--- src/rtl/ama_riscv_csr_bank.sv ---
// Machine-mode CSR bank: tohost, mscratch, custom scratch registers and the
// mcycle/minstret counters with their read-only user-mode mirrors.
module ama_riscv_csr_bank #(
    parameter int CNT_W     = 64,
    parameter int N_SCRATCH = 4
) (
    input  logic        clk,
    input  logic        rst,
    input  logic        csr_en,
    input  logic        csr_we,
    input  logic        csr_ui,
    input  logic [1:0]  csr_op_sel,
    input  logic [11:0] csr_addr,
    input  logic [31:0] csr_rs1,
    input  logic [4:0]  csr_uimm,
    input  logic        retire,
    output logic [31:0] csr_rdata,
    output logic        csr_illegal,
    output logic [31:0] tohost,
    output logic        tohost_valid
);

    localparam int N_SCR_A = (N_SCRATCH > 0) ? N_SCRATCH : 1;

    logic [31:0]      tohost_q, mscratch_q, rdata_q;
    logic [31:0]      scratch_q [N_SCR_A];
    logic [CNT_W-1:0] mcycle_q, minstret_q, mcycle_d, minstret_d;
    logic             illegal_q, tohost_valid_q;

    logic [63:0]        cyc_ext_s, ins_ext_s, cyc_wr_s, ins_wr_s;
    logic [31:0]        src_s, old_s, new_s;
    logic               mapped_s, ro_s, wr_req_s, wr_s;
    logic               hit_tohost_s, hit_mscratch_s;
    logic               hit_cyc_lo_s, hit_cyc_hi_s, hit_ins_lo_s, hit_ins_hi_s;
    logic [N_SCR_A-1:0] scr_sel_s;

    assign cyc_ext_s = 64'(mcycle_q);
    assign ins_ext_s = 64'(minstret_q);

    // Address decode and old-value mux; unmapped addresses read as zero.
    always_comb begin
        mapped_s       = 1'b1;
        ro_s           = 1'b0;
        old_s          = 32'h0000_0000;
        hit_tohost_s   = 1'b0;
        hit_mscratch_s = 1'b0;
        hit_cyc_lo_s   = 1'b0;
        hit_cyc_hi_s   = 1'b0;
        hit_ins_lo_s   = 1'b0;
        hit_ins_hi_s   = 1'b0;
        scr_sel_s      = '0;
        case (csr_addr)
            12'h51E: begin hit_tohost_s   = 1'b1; old_s = tohost_q;   end
            12'h340: begin hit_mscratch_s = 1'b1; old_s = mscratch_q; end
            12'hB00: begin hit_cyc_lo_s   = 1'b1; old_s = cyc_ext_s[31:0];  end
            12'hB80: begin hit_cyc_hi_s   = 1'b1; old_s = cyc_ext_s[63:32]; end
            12'hB02: begin hit_ins_lo_s   = 1'b1; old_s = ins_ext_s[31:0];  end
            12'hB82: begin hit_ins_hi_s   = 1'b1; old_s = ins_ext_s[63:32]; end
            12'hC00: begin ro_s = 1'b1; old_s = cyc_ext_s[31:0];  end
            12'hC80: begin ro_s = 1'b1; old_s = cyc_ext_s[63:32]; end
            12'hC02: begin ro_s = 1'b1; old_s = ins_ext_s[31:0];  end
            12'hC82: begin ro_s = 1'b1; old_s = ins_ext_s[63:32]; end
            default: begin
                mapped_s = 1'b0;
                for (int i = 0; i < N_SCRATCH; i++) begin
                    if (csr_addr == 12'h7C0 + 12'(i)) begin
                        mapped_s     = 1'b1;
                        scr_sel_s[i] = 1'b1;
                        old_s        = scratch_q[i];
                    end else begin
                        scr_sel_s[i] = 1'b0;
                    end
                end
            end
        endcase
    end

    assign src_s    = csr_ui ? {27'b0, csr_uimm} : csr_rs1;
    assign wr_req_s = csr_en & csr_we & (csr_op_sel != 2'b00);
    assign wr_s     = wr_req_s & mapped_s & ~ro_s;

    // Read-modify-write operation on the addressed register.
    always_comb begin
        case (csr_op_sel)
            2'b01:   new_s = src_s;
            2'b10:   new_s = old_s | src_s;
            2'b11:   new_s = old_s & ~src_s;
            default: new_s = old_s;
        endcase
    end

    assign cyc_wr_s = hit_cyc_hi_s ? {new_s, cyc_ext_s[31:0]} : {cyc_ext_s[63:32], new_s};
    assign ins_wr_s = hit_ins_hi_s ? {new_s, ins_ext_s[31:0]} : {ins_ext_s[63:32], new_s};

    // A software write to either half replaces the counter and suppresses that cycle's increment.
    always_comb begin
        if (wr_s & (hit_cyc_lo_s | hit_cyc_hi_s)) begin
            mcycle_d = cyc_wr_s[CNT_W-1:0];
        end else begin
            mcycle_d = mcycle_q + {{(CNT_W-1){1'b0}}, 1'b1};
        end
        if (wr_s & (hit_ins_lo_s | hit_ins_hi_s)) begin
            minstret_d = ins_wr_s[CNT_W-1:0];
        end else if (retire) begin
            minstret_d = minstret_q + {{(CNT_W-1){1'b0}}, 1'b1};
        end else begin
            minstret_d = minstret_q;
        end
    end

    // State and registered outputs; reset overrides any same-cycle access.
    always_ff @(posedge clk) begin
        if (rst) begin
            tohost_q       <= 32'h0000_0000;
            mscratch_q     <= 32'h0000_0000;
            mcycle_q       <= '0;
            minstret_q     <= '0;
            rdata_q        <= 32'h0000_0000;
            illegal_q      <= 1'b0;
            tohost_valid_q <= 1'b0;
            for (int i = 0; i < N_SCRATCH; i++) begin
                scratch_q[i] <= 32'h0000_0000;
            end
        end else begin
            mcycle_q       <= mcycle_d;
            minstret_q     <= minstret_d;
            illegal_q      <= csr_en & (~mapped_s | (ro_s & wr_req_s));
            tohost_valid_q <= wr_s & hit_tohost_s;
            if (csr_en) begin
                rdata_q <= old_s;
            end
            if (wr_s & hit_tohost_s) begin
                tohost_q <= new_s;
            end
            if (wr_s & hit_mscratch_s) begin
                mscratch_q <= new_s;
            end
            for (int i = 0; i < N_SCRATCH; i++) begin
                if (wr_s & scr_sel_s[i]) begin
                    scratch_q[i] <= new_s;
                end
            end
        end
    end

    assign csr_rdata    = rdata_q;
    assign csr_illegal  = illegal_q;
    assign tohost       = tohost_q;
    assign tohost_valid = tohost_valid_q;

endmodule
--- config.mk ---
export PLATFORM = sky130hd
export DESIGN_NAME = ama_riscv_csr_bank
export DESIGN_NICKNAME = d
export VERILOG_FILES = /design/src/rtl/ama_riscv_csr_bank.sv
export SDC_FILE = /design/constraint.sdc
export NUM_CORES = 1
export LEC_CHECK = 0
export BUFFER_PORTS_ARGS = -buffer_cell sky130_fd_sc_hd__buf_2
export CAP_MARGIN = 0
export CORE_UTILIZATION = 30
export DETAILED_ROUTE_END_ITERATION = 6
export PLACE_DENSITY = 0.42
export SETUP_SLACK_MARGIN = 0.4
export SLEW_MARGIN = 20
export SYNTH_ARGS = -nofsm -noshare
export SYNTH_HDL_FRONTEND = slang
export SYNTH_SLANG_ARGS = --single-unit
--- constraint.sdc ---
create_clock -name clk -period 6.2 [get_ports clk]
set_input_delay 1.24 -clock clk [delete_from_list [all_inputs] [get_ports clk]]
set_output_delay 1.24 -clock clk [all_outputs]
set_load 0.1 [all_outputs]
==> results by group <==
Run status
  – Status: finished clean

Timing
  – Min Tclk post-route: 4394 ps
  – # setup viols final: 0
  – Measured slew at the worst slew-check pin: 1218 ps
  – Final Hold Vio Count: 0
  – Slew Limit Fails: 0
  – Final period util: 70.87%
  – Setup tns final: 0 ps
  – Highest achievable clock rate: 227.6 MHz
  – Final Skew: 23.21 ps
  – Unrepaired setup endpoints after global routing: no
  – Slew HR: 18.79%

Critical path
  – Worst reg2reg path depth: 7
  – Startpoint types: primary input
  – Most frequent CP cell: nor2_1
  – CP max FO: 17
  – Crit-path cells: buf_2 > nor4_2 > nand4_1 > and3_1 > o41ai_2 > a21oi_1 > nor2_1 > nor2_1
  – RR Endpoint: ins_ext_s[55]
  – Crit path largest cell delay: 860 ps
  – CP required: 6500 ps
  – Setup CP Type: in2reg
  – R2r startpoint: ins_ext_s[10]
  – End of the critical path: scratch_q[0][30]
  – Reg2Reg Setup Slack: 2580 ps
  – Critical path origin: csr_addr[1]
  – WP data arrival: 4700 ps
  – Critical Path Slowest Stage Cell: nor4_2
  – Crit. End Element: flip-flop

Detailed routing
  – Met1 Wirelength: 39,970 um
  – Drt via density: 5.939
  – Drt wl/cell: 30.56 um
  – 1st-iter DRT viols: 2,027
  – Routed wl met2: 41,250 um
  – DR vias: 17,913
  – Drt drc: 0
  – DR pass1 iterations: 6
  – Met3 wire length: 7355 um
  – Top Metal Used: met5
  – DRT Wirelength: 92,160 um
  – Post-DRT Antenna Nets: 0

Global route
  – Pin count of the biggest net entering global routing: 86
  – Number of global-route vias before repair: 17,179
  – First-pass GRT wire length: 130,800 um
  – Antenna violations before repair: 3
  – Gr usage total: 28.82%
  – Global route overflow: 0

Cells and area
  – Share of cells above drive strength 1: 15.51%
  – Fillers: 6,424
  – Layout net count: 2,202
  – Area Overhead vs Synth: 16.72%
  – Post-layout util: 35.46%
  – N_diodes: 0
  – Multi-input gate area: 0.009767 sq mm
  – FF+latch area: 0.008368 sq mm

Power and ir drop
  – Power per Cell Area: 254.8 mW/mm^2
  – Total chip power: 5.577 mW
  – Peak supply drop: 180.6 uV
  – Leakage: 7.218 nW

Clock network
  – Cts hold-fix bufs: 0
  – Post-CTS Resized: 0
  – Clk buf depth: 3
  – CTS tree: done
  – CTS Buf Count: 44
  – Worst skew pair latency: 600 ps
  – TritonCTS Sinks: 354
  – Clock Tree Root: clkbuf_16
  – H-tree depth: 2
  – Post-CTS Setup Repair Bufs: 0
  – Clock slew at reported path FFs: 60 ps

Logic synthesis
  – Number of synthesized flops with an enable pin: 128
  – Seq/Total Area, Yosys: 44.63%
  – #FFs+latches synth: 354
  – Mean post-synth cell area: 9.084 sq um
  – Syn Std Cell Area: 0.01875 sq mm
  – Number of library cell types mapped by synthesis: 82
  – Yosys synthesis warning count: 0
  – Syn_nets: 2,123
  – Synthesized netlist cell count: 2,064
  – Main synth FF type: dfxtp_1
  – Synth async-reset ratio: 0%

Die
  – Width of the die: 252.0 um
  – Die Height: 252.0 um
  – I/O pins: 123
  – Core area: 0.06171 sq mm
  – Die area: 0.06350 sq mm
  – # rows: 91
  – Starting density of the core: 30.38%

Flow run
  – Max_cap viols: 0

Placement
  – IO buf count: 122
  – Gp weighted congestion: 0.9836
  – HPWL after DPL: 66,540 um

Min path
  – Min-Delay Path Depth: 2
  – Hold crit path type: reg2reg
-- registers in the layout, summed over array words and instances (netlist names) --
register	cells
csr_illegal	1
csr_rdata	32
cyc_ext_s	64
ins_ext_s	64
mscratch_q	32
scratch_q	128
tohost	32
tohost_valid	1
-- area by class of cell --
type | count | share of cell area, %
Clock inverter | 23 | 1.121
Tap cell | 837 | 4.785
Sequential cell | 354 | 38.24
Multi-Input combinational cell | 1531 | 44.63
Clock buffer | 59 | 5.563
Inverter | 19 | 0.3259
Timing Repair Buffer | 193 | 5.340
-- metrics by stage --
| stage | hold slack, ps | instance area (sq um) | setup slack, ps | std cells |
|---|---|---|---|---|
| floorplan | 446.3 | 18750 | 1295 | 2064 |
| global placement | 445.7 | 20400 | 1120 | 2933 |
| detailed placement | 454.4 | 20420 | 1323 | 2934 |
| CTS | 463.2 | 21880 | 1948 | 3016 |
| global route | 487.4 | 21880 | 1569 | 3016 |
| finish | 461.2 | 21880 | 1806 | 3016 |
-- per-layer routing --
layer | GRT usage, % | vias up
met1 | 38.81 | 8908
li1 | - | 7968
met3 | 5.860 | 176
met2 | 45.27 | 855
met5 | 0 | -
met4 | 10.96 | 6
-- worst max-delay path, delay by kind of cell --
| kind | cells | cell delay, ps |
|---|---|---|
| AND/OR/NAND/NOR | 5 | 2440 |
| AO/OA/AOI/OAI | 2 | 720 |
| buffers and inverters | 1 | 270 |
-- worst min-delay path by stage --
stage,from,slack [ps],to
after global routing,csr_rdata[6],490,csr_rdata[6]
after detailed placement,csr_rdata[6],450,csr_rdata[6]
after CTS,csr_rdata[6],460,csr_rdata[6]
after global placement,csr_rdata[0],450,csr_rdata[0]
final,csr_rdata[27],460,csr_rdata[27]
after floorplan,mscratch_q[31],450,mscratch_q[31]
-- cells in the final DEF, fill, tap and decap left out, types with 8 or more instances in the layout --
master | synthesis | layout
mux2_1 | 11 | 11
o21ai_1 | 19 | 19
clkbuf_1 | 128 | 9
mux2i_1 | 39 | 39
xnor2_1 | 33 | 33
a22oi_1 | 29 | 29
o21a_1 | 29 | 29
o211ai_1 | 23 | 23
and4_1 | 10 | 9
a31oi_1 | 21 | 21
buf_2 | 25 | 120
o2111a_1 | 10 | 10
a222oi_1 | 15 | 15
and3_1 | 30 | 30
dfxtp_1 | 226 | 226
inv_1 | 19 | 18
clkbuf_16 | 0 | 44
nor4_1 | 21 | 18
nor2_1 | 328 | 325
nand3_1 | 86 | 84
o22ai_1 | 76 | 75
nor3_1 | 40 | 40
o21ai_0 | 31 | 29
or3_1 | 11 | 11
a2bb2oi_1 | 8 | 8
xor2_1 | 23 | 23
a21oi_1 | 71 | 71
buf_4 | 0 | 70
o31a_1 | 16 | 16
o2111ai_1 | 24 | 24
nor2b_1 | 15 | 15
and2_1 | 22 | 22
clkinv_2 | 0 | 13
a211oi_1 | 94 | 94
mux4_2 | 32 | 32
edfxtp_1 | 128 | 128
nand4_1 | 49 | 49
nand2_1 | 195 | 193
-- cell usage after synthesis, types with 22 or more instances --
cell         n  area share, %
a211oi_1    94            3.8
a21oi_1     71            1.9
a22oi_1     29            1.2
and2_1      22           0.73
and3_1      30            1.0
buf_2       25           0.67
clkbuf_1   128            2.6
dfxtp_1    226             24
edfxtp_1   128             21
mux2i_1     39            2.1
mux4_2      32            3.8
nand2_1    195            3.9
nand3_1     86            2.3
nand4_1     49            1.6
nor2_1     328            6.6
nor3_1      40            1.1
o2111ai_1   24            1.1
o211ai_1    23           0.92
o21a_1      29            1.2
o21ai_0     31           0.83
o22ai_1     76            2.5
xnor2_1     33            1.5
xor2_1      23            1.1
-- cells by family after synthesis --
| logic type | share of synthesized area (%) |
|---|---|
| flops | 44.63 |
| simple gates | 21.63 |
| compound gates | 20.35 |
| xor+xnor | 2.616 |
| mux | 6.887 |
| buf+inv | 3.750 |
| fa+ha+maj | 0.1334 |
-- power breakdown --
group | switching (mW) | internal (mW) | leakage, nW
combinational | 0.334 | 0.113 | 3.40
sequential | 0.0201 | 2.45 | 3.09
clock | 1.11 | 1.55 | 0.728
total | 1.46 | 4.12 | 7.22
Power figures use the tool's default switching activity.
